===== src/rtl/psram_req_arb.sv =====
// psram_req_arb: round-robin arbiter and transaction sequencer that shares one PSRAM core
// between NUM_REQ requesters. Optional macro PSRAM_ARB_PRIO_EN: requester 0 priority with starvation override.
module psram_req_arb #(
   parameter int NUM_REQ    = 2,
   parameter int ADDR_WIDTH = 23,
   parameter int LEN_WIDTH  = 8,
   parameter int MAX_LEN    = 64,
   parameter int STARVE_LIM = 4
) (
   input  logic                            clk_i,
   input  logic                            rst_i,
   input  logic                            en_i,
   input  logic [NUM_REQ-1:0]              req_valid_i,
   output logic [NUM_REQ-1:0]              req_ready_o,
   input  logic [NUM_REQ-1:0]              req_we_i,
   input  logic [NUM_REQ*ADDR_WIDTH-1:0]   req_addr_i,
   input  logic [NUM_REQ*LEN_WIDTH-1:0]    req_len_i,
   output logic [NUM_REQ-1:0]              req_done_o,
   output logic [NUM_REQ-1:0]              req_err_o,
   output logic                            core_valid_o,
   input  logic                            core_ready_i,
   output logic                            core_we_o,
   output logic [ADDR_WIDTH-1:0]           core_addr_o,
   output logic [LEN_WIDTH-1:0]            core_len_o,
   input  logic                            core_done_i,
   output logic [$clog2(NUM_REQ)-1:0]      gnt_id_o,
   output logic                            busy_o
);

   localparam int IDW = $clog2(NUM_REQ);
   localparam int AW1 = ADDR_WIDTH + 1;

   if (NUM_REQ < 2 || NUM_REQ > 4 || STARVE_LIM < 1 || MAX_LEN < 1 ||
       MAX_LEN > (2**LEN_WIDTH) - 1) begin : g_param_chk
      $error("psram_req_arb: parameter out of range");
   end

   typedef enum logic [1:0] {S_IDLE, S_CHECK, S_ISSUE, S_WAIT} state_t;

   state_t                  state_q, state_d;
   logic [IDW-1:0]          rr_q, rr_d, id_q, id_d, arb_id;
   logic                    we_q, we_d, arb_hit, gnt, chk_err;
   logic [ADDR_WIDTH-1:0]   addr_q, addr_d;
   logic [LEN_WIDTH-1:0]    len_q, len_d;
   logic [NUM_REQ-1:0]      done_q, done_d, err_q, err_d;
   logic [AW1-1:0]          end_sum;

   function automatic logic [IDW-1:0] wrap_inc(input logic [IDW-1:0] v);
      return (v == IDW'(NUM_REQ - 1)) ? '0 : v + 1'b1;
   endfunction

   // First set bit of m at or after p, wrapping; MSB of the result is the hit flag.
   function automatic logic [IDW:0] rr_pick(input logic [NUM_REQ-1:0] m, input logic [IDW-1:0] p);
      logic [IDW-1:0] i, r;
      logic           h;
      i = p;
      r = p;
      h = 1'b0;
      for (int k = 0; k < NUM_REQ; k++) begin
         if (!h && m[i]) begin
            h = 1'b1;
            r = i;
         end
         i = wrap_inc(i);
      end
      return {h, r};
   endfunction

`ifdef PSRAM_ARB_PRIO_EN
   localparam int CW = $clog2(STARVE_LIM + 1);

   logic [NUM_REQ-1:0][CW-1:0] starve_q, starve_d;
   logic [NUM_REQ-1:0]         starved;
   logic [IDW:0]               pick_starved, pick_all;

   always_comb begin
      starved = '0;
      for (int i = 1; i < NUM_REQ; i++)
         starved[i] = req_valid_i[i] && (starve_q[i] >= CW'(STARVE_LIM));
      pick_starved = rr_pick(starved, rr_q);
      pick_all     = rr_pick(req_valid_i, rr_q);
      if (pick_starved[IDW]) begin
         {arb_hit, arb_id} = pick_starved;
      end else if (req_valid_i[0]) begin
         arb_hit = 1'b1;
         arb_id  = '0;
      end else begin
         {arb_hit, arb_id} = pick_all;
      end
   end

   // Requester 0 never starves, so its counter stays at zero.
   always_comb begin
      starve_d = starve_q;
      if (gnt) begin
         for (int i = 1; i < NUM_REQ; i++) begin
            if (arb_id == IDW'(i))
               starve_d[i] = '0;
            else if (req_valid_i[i] && (starve_q[i] < CW'(STARVE_LIM)))
               starve_d[i] = starve_q[i] + 1'b1;
         end
      end
   end

   always_ff @(posedge clk_i) begin
      if (rst_i) starve_q <= '0;
      else       starve_q <= starve_d;
   end
`else
   always_comb {arb_hit, arb_id} = rr_pick(req_valid_i, rr_q);
`endif

   assign gnt     = (state_q == S_IDLE) && en_i && arb_hit && !rst_i;
   assign end_sum = {1'b0, addr_q} + AW1'(len_q);
   assign chk_err = (len_q == '0) || (len_q > LEN_WIDTH'(MAX_LEN)) || addr_q[0] ||
                    (we_q && (len_q < LEN_WIDTH'(2))) || end_sum[ADDR_WIDTH];

   always_comb begin
      state_d = state_q;
      rr_d    = rr_q;
      id_d    = id_q;
      we_d    = we_q;
      addr_d  = addr_q;
      len_d   = len_q;
      done_d  = '0;
      err_d   = '0;
      case (state_q)
         S_IDLE: begin
            if (gnt) begin
               id_d    = arb_id;
               we_d    = req_we_i[arb_id];
               addr_d  = req_addr_i[int'(arb_id)*ADDR_WIDTH +: ADDR_WIDTH];
               len_d   = req_len_i[int'(arb_id)*LEN_WIDTH +: LEN_WIDTH];
               state_d = S_CHECK;
            end
         end
         S_CHECK: begin
            if (chk_err) begin
               done_d[id_q] = 1'b1;
               err_d[id_q]  = 1'b1;
               state_d      = S_IDLE;
            end else begin
               state_d = S_ISSUE;
            end
         end
         S_ISSUE: begin
            if (core_ready_i) state_d = S_WAIT;
         end
         S_WAIT: begin
            if (core_done_i) begin
               done_d[id_q] = 1'b1;
               rr_d         = wrap_inc(id_q);
               state_d      = S_IDLE;
            end
         end
         default: state_d = S_IDLE;
      endcase
   end

   always_ff @(posedge clk_i) begin
      if (rst_i) begin
         state_q <= S_IDLE;
         rr_q    <= '0;
         id_q    <= '0;
         we_q    <= 1'b0;
         addr_q  <= '0;
         len_q   <= '0;
         done_q  <= '0;
         err_q   <= '0;
      end else begin
         state_q <= state_d;
         rr_q    <= rr_d;
         id_q    <= id_d;
         we_q    <= we_d;
         addr_q  <= addr_d;
         len_q   <= len_d;
         done_q  <= done_d;
         err_q   <= err_d;
      end
   end

   always_comb begin
      req_ready_o = '0;
      for (int i = 0; i < NUM_REQ; i++)
         req_ready_o[i] = gnt && (arb_id == IDW'(i));
   end

   assign gnt_id_o     = gnt ? arb_id : id_q;
   assign core_valid_o = (state_q == S_ISSUE);
   assign core_we_o    = we_q;
   assign core_addr_o  = addr_q;
   assign core_len_o   = len_q;
   assign req_done_o   = done_q;
   assign req_err_o    = err_q;
   assign busy_o       = (state_q != S_IDLE);

endmodule

===== config.mk =====
export PLATFORM = sky130hd
export DESIGN_NAME = psram_req_arb
export DESIGN_NICKNAME = d
export VERILOG_FILES = /design/src/rtl/psram_req_arb.sv
export SDC_FILE = /design/constraint.sdc
export NUM_CORES = 1
export LEC_CHECK = 0
export CORE_ASPECT_RATIO = 1.1
export CORE_UTILIZATION = 41
export DETAILED_ROUTE_END_ITERATION = 7
export PLACE_DENSITY = 0.84
export SETUP_SLACK_MARGIN = 0.02
export SLEW_MARGIN = 5
export SYNTH_ARGS = -nofsm -noshare
export SYNTH_HDL_FRONTEND = slang
export SYNTH_SLANG_ARGS = --single-unit

===== constraint.sdc =====
create_clock -name clk_i -period 2.9 [get_ports clk_i]
set_input_delay 0.29 -clock clk_i [delete_from_list [all_inputs] [get_ports clk_i]]
set_output_delay 0.29 -clock clk_i [all_outputs]
set_load 0.005 [all_outputs]

# After elaboration in Yosys (flattened, before gate mapping)
# Index checks and enable logic that the tools add are counted.
totals:
  in_bits: 71
  out_inout_bits: 41
  elab_cells: 72
  reg_bits: 40
classes:
  mux: 22
  bitwise: 2
  n_eq_ne: 6
  n_lt_le_gt_ge: 7
  addsub: 3
  shift: 2
  n_reduce_logical: 21
  multipliers: 1
ops:
  columns: ["cell", "n"]
  rows:
  - ["$shiftx A46 B7 Y23", 1]
  - ["$add A23 B8 Y24", 1]
  - ["$shiftx A16 B5 Y8", 1]
  - ["$mux W1", 13]
  - ["$mux W2", 6]
  - ["$gt A8 B7 Y1 const B", 1]
  - ["$logic_and A1 B1 Y1", 8]
  - ["$logic_not A8 Y1", 1]
  - ["$lt A1 B2 Y1 const B", 4]
  - ["$lt A8 B2 Y1 const B", 1]
  - ["$pmux W2 S4", 1]
  - ["$mul A1 B5 Y6 const B", 1]
  - ["$eq A2 B2 Y1 const B", 2]
  - ["$logic_or A1 B1 Y1", 4]
  - ["$ne A2 B2 Y1 const B", 2]
  - ["$pmux W2 S2", 1]
  - ["$reduce_and A2 Y1", 2]
  - ["$reduce_and A3 Y1", 1]
  - ["$add A1 B1 Y1 const B", 2]
  - ["$eq A2 B1 Y1 const B", 1]
  - ["$logic_not A1 Y1", 2]
  - ["$logic_not A2 Y1", 1]
  - ["$ne A2 B1 Y1 const B", 1]
  - ["$not A1 Y1", 2]
  - ["other kinds (4)", 4]

# Depth between registers and ports, before layout
logic_depth:
  ltp_word: 10
  mapped_depth: 6
  ltp_nobuf: 5

# Least setup slack after synthesis
# OpenSTA, ideal clock, no wires.
synth_path:
  kind: "register to register"
  startpoint: "register len_q[1], in the netlist core_len_o[1]"
  endpoint: "register err_q[0], in the netlist req_err_o[0]"
  setup_ns: 0.139
  required_time_ns: 2.761
  path_stages_with_launch: 5
  setup_slack_ns: 1.227
  path_buffers: 0
  arrival_time_ns: 1.534
  period_less_slack_ns: 1.673
  cell_sequence: "dfxtp_1 or3_4 o41a_1 a2111oi_2 a211oi_1"
synth_via:
  elab_chain_cells: 6
  elab_cells_between_ends: 10
  classes_between: "add/sub: 1; order compare: 2; mux: 1; reduce/logical: 6"
synth_lines:
  columns: ["item", "line", "text"]
  rows:
  - ["start, declared", "44", "logic [LEN_WIDTH-1:0] len_q, len_d;"]
  - ["start signal, assigned", "176", "len_q <= len_d;"]
  - ["branches (longest 4 deep; another with $add A23 B8 Y24)", null, null]
  - ["$logic_or A1 B1 Y1 *", "116", "(we_q && (len_q < LEN_WIDTH'(2))) || end_sum[ADDR_WIDTH];"]
  - ["$mux W2 *", "138", "if (chk_err) begin"]
  - ["end signal, assigned", "178", "err_q <= err_d;"]
  - ["end, declared", "45", "logic [NUM_REQ-1:0] done_q, done_d, err_q, err_d;"]
# Every way passes the cells marked *.
# A chain may end at the register's enable or synchronous reset.

# Worst setup path in the final report
layout_path:
  startpoint: "input req_valid_i[1]"
  endpoint: "output req_ready_o[1]"
layout_via:
  elab_chain_cells: 9
  elab_cells_between_ends: 12
  classes_between: "mux: 7; reduce/logical: 5"
layout_lines:
  columns: ["item", "line", "text"]
  rows:
  - ["start, declared", "13", "input logic [NUM_REQ-1:0] req_valid_i,"]
  - ["$mux W1 (not written as such) (2 in series)", "60", "if (!h && m[i]) begin"]
  - ["$mux W1", "60", null]
  - ["$logic_not A1 Y1", "60", null]
  - ["$logic_and A1 B1 Y1", "60", null]
  - ["$mux W1", "60", null]
  - ["$logic_and A1 B1 Y1 (2 in series)", "113", "assign gnt = (state_q == S_IDLE) && en_i && arb_hit && !rst_i;"]
  - ["$logic_and A1 B1 Y1 *", "185", "req_ready_o[i] = gnt && (arb_id == IDW'(i));"]
  - ["end, declared", "14", "output logic [NUM_REQ-1:0] req_ready_o,"]
# Mark *: on every way between the ends. The rest lies on a longest branch, timed or not. The select of a mux whose other input is x is not followed.

==> key figures <==
Placed design
  – GPL Wtd Cong: 0.781
  – IO Port Bufs: 111
  – Dpl hpwl: 4160 um
  – Dpl cell area: 3150 um2

Critical path
  – Reg-to-Reg Start: core_len_o[1]
  – Reg2reg path depth: 4
  – CP Launch Type: primary input
  – Critical path, cell by cell: clkdlybuf4s50_1 > inv_1 > maj3_2 > buf_4 > nor3b_1 > clkdlybuf4s50_1
  – CP bufs+invs: 4
  – CP max-delay cell: clkdlybuf4s50_1
  – Crit path capture: req_ready_o[1]
  – CP peak stage delay: 0.54 ns
  – Worst R2R Setup Slack: 1.11 ns
  – Crit path required time: 2.61 ns
  – R2r endpoint: req_err_o[0]
  – Worst path depth: 6
  – Crit Path Max Fanout: 16
  – Delay-heaviest family, CP: buffers and inverters
  – Origin of the worst setup path: req_valid_i[1]
  – Crit. End Element: output port
  – Critical path arrival: 2.12 ns
  – Most used cell, CP: clkdlybuf4s50_1
  – Kind of critical path: in2out

Finish
  – Sequential cell area: 801 um2
  – Synthesis-to-finish area growth: 61.4%
  – Area of the multi-input gates: 1110 um2
  – Fillers: 378
  – Layout cells sized above 1: 5.94%
  – ANT cells: 0
  – Layout Nets: 398
  – Final instance area: 3230 um2

STA
  – Worst slew pin tran: 0.423 ns
  – Final setup viols: 0
  – RSZ-0062 raised after global routing: false
  – Final setup TNS: 0 ns
  – Relative slew slack: 71.7%
  – Worst Skew: 0.00798 ns
  – Max Freq: 415 MHz
  – Slew Viols, Final: 0
  – Period utilisation layout: 83.1%
  – Final Hold Viols: 0
  – Minimum clock period: 2.41 ns

Yosys
  – Synth area leader: dfxtp_1
  – Post-Syn Area: 2000 um2
  – Async SR Flop Fraction: 0%
  – Synth cell count leaders: 40 x dfxtp_1, 39 x nor2_1, 38 x a211oi_1
  – Most common cell in the synthesized netlist: dfxtp_1
  – Primary FF master, synth: dfxtp_1
  – Synthesized instance count: 213
  – Synth cell types: 31
  – Synth top area share: 40.0%
  – Syn_area_per_cell: 9.39 um2
  – Syn nets: 291
  – #FFs+latches synth: 40
  – Warnings, synthesis: 0
  – Sequential area share after synthesis: 40.0%
  – Post-synth EDFFs: 0
  – Area contributors post-synth: dfxtp_1 40%, mux2i_1 16%, a211oi_1 14%

Route
  – Vias per cell: 5.31
  – DRT Wirelength: 5380 um
  – Routed len/inst: 14.3 um
  – Routed Antenna Nets: 0
  – First-pass DRT Iterations: 4
  – Via count: 1995
  – DRC violations left: 0
  – 1st-iter DRT viols: 79

GRT
  – Remaining global-route overflow: 0
  – Total Routing Usage GR: 21.9%
  – Pin count of the biggest net entering global routing: 39
  – Global-route wire length before repair: 8470 um
  – Vias in the first global route: 1831
  – Antenna violations before repair: 0

Floorplan
  – IO Pins: 112
  – Die Height: 75.3 um
  – Starting Density: 43.0%
  – Core area: 4650 um2
  – Horiz. Die Dim: 68.6 um
  – # rows: 26
  – Die ar.: 5160 um2

CTS
  – Post-cts resize count: 0
  – Clock Latency Late Sink: 0.29 ns
  – CTS tree: done
  – CTS Hold Bufs: 0
  – Clock Path Buffers: 2
  – Clk slew on worst S/H paths: 0.07 ns
  – Clk sinks: 40
  – Num CTS Buffers: 5
  – CTS H-tree depth: 2
  – Post-CTS setup-driven buffer insertion count: 0
  – Clock Root Buffer: clkbuf_8

Pwr
  – Clk pwr share: 25.3%
  – Leak: 1.29 nW
  – Internal Power: 1.00 mW
  – Reg power frac: 46.6%
  – Switching Fraction: 27.4%
  – Switch Pwr: 0.377 mW
  – Worst vdd ir: 0.000202 V
  – Combinational group share of total power: 28.2%
  – P per Cell Area: 426 nW/um2

Hold path
  – Tightest Hold Check Type: reg2reg
  – Hold Startpoint: rr_q

Run status
  – Outcome: finished, final reports clean

Job
  – Max cap viols: 0
-- kinds of logic (layout without fill, tap and decap cells) --
logic type      Yosys count  in the layout  synth area share [%]
simple gates             60             60                  14.1
compound gates           51             51                  20.1
flops                    40             40                  40.0
mux                      32             32                  16.0
buf+inv                  22            129                  4.82
fa+ha+maj                 8              8                  4.88
-- sequential cells by signal, indices dropped and copies added, names as in the netlist, named ones only --
register,cells
core_addr_o,23
core_len_o,8
core_we_o,1
id_q,1
req_done_o,2
req_err_o,2
rr_q,1
state_q,1
-- final cells by class --
| type | instances | share of cell area, % |
|---|---|---|
| Clock inverter | 2 | 0.387 |
| Clock buffer | 5 | 2.13 |
| Tap cell | 56 | 2.17 |
| Sequential cell | 40 | 24.8 |
| Timing Repair Buffer | 116 | 35.6 |
| Multi-Input combinational cell | 151 | 34.3 |
| Inverter | 6 | 0.697 |
-- power groups by stage --
stage,logic (mW),registers (mW),clock network [mW]
3_3_place_gp,0.381,0.651,0
5_1_grt,0.429,0.648,0.370
2_1_floorplan,0.177,0.643,0
4_1_cts,0.392,0.640,0.355
3_5_place_dp,0.390,0.653,0
6_report,0.388,0.641,0.348
-- how the worst min path moves through the flow --
| stage | end | slack [ns] | cells past startpoint |
|---|---|---|---|
| finish | rr_q | 0.50 | 2 |
| global route | core_addr_o[12] | 0.54 | 2 |
| CTS | rr_q | 0.51 | 2 |
| detailed placement | rr_q | 0.49 | 2 |
| global placement | rr_q | 0.47 | 2 |
| floorplan | rr_q | 0.45 | 2 |
-- routing by layer --
layer / vias up / global-route usage, % / wire [um]
met5: - / 0 / 0
met4: 0 / 6.25 / 60
met3: 7 / 4.85 / 439
met2: 81 / 37.6 / 2620
met1: 896 / 27.3 / 2260
li1: 1011 / - / -
-- tightest hold or removal path, stage by stage, from the launching register on --
cell     delay (ns)
dfxtp_1        0.33
a21oi_1        0.06
nor2_1         0.07
-- through the flow --
stage	util [%]	setup slack, ns	power, mW	instances	hold WS, ns
detailed placement	67.7	0.502	1.04	369	0.492
floorplan	-	1.23	0.820	213	0.454
CTS	69.4	0.493	1.39	376	0.510
finish	69.4	0.491	1.38	376	0.501
global route	69.4	0.413	1.45	376	0.540
global placement	67.7	0.541	1.03	369	0.470
-- cell usage in the layout (no fill, tap or decap), drive strengths merged --
cell / count
clkdlybuf4s50: 111
dfxtp: 40
nor2: 39
a211oi: 38
mux2i: 32
ha: 7
inv: 6
nand4: 5
a21oi: 5
clkbuf: 5
buf: 5
nor3: 3
nand3b: 2
a311oi: 2
a2111oi: 2
nor4b: 1
and2b: 1
maj3: 1
and2: 1
or2: 1
nor3b: 1
nand2: 1
o21ai: 1
nor4: 1
and3: 1
o211ai: 1
or3: 1
o41a: 1
a31o: 1
nand3: 1
nand2b: 1
clkinv: 1
clkinvlp: 1
(Power assumes the default switching activity.)
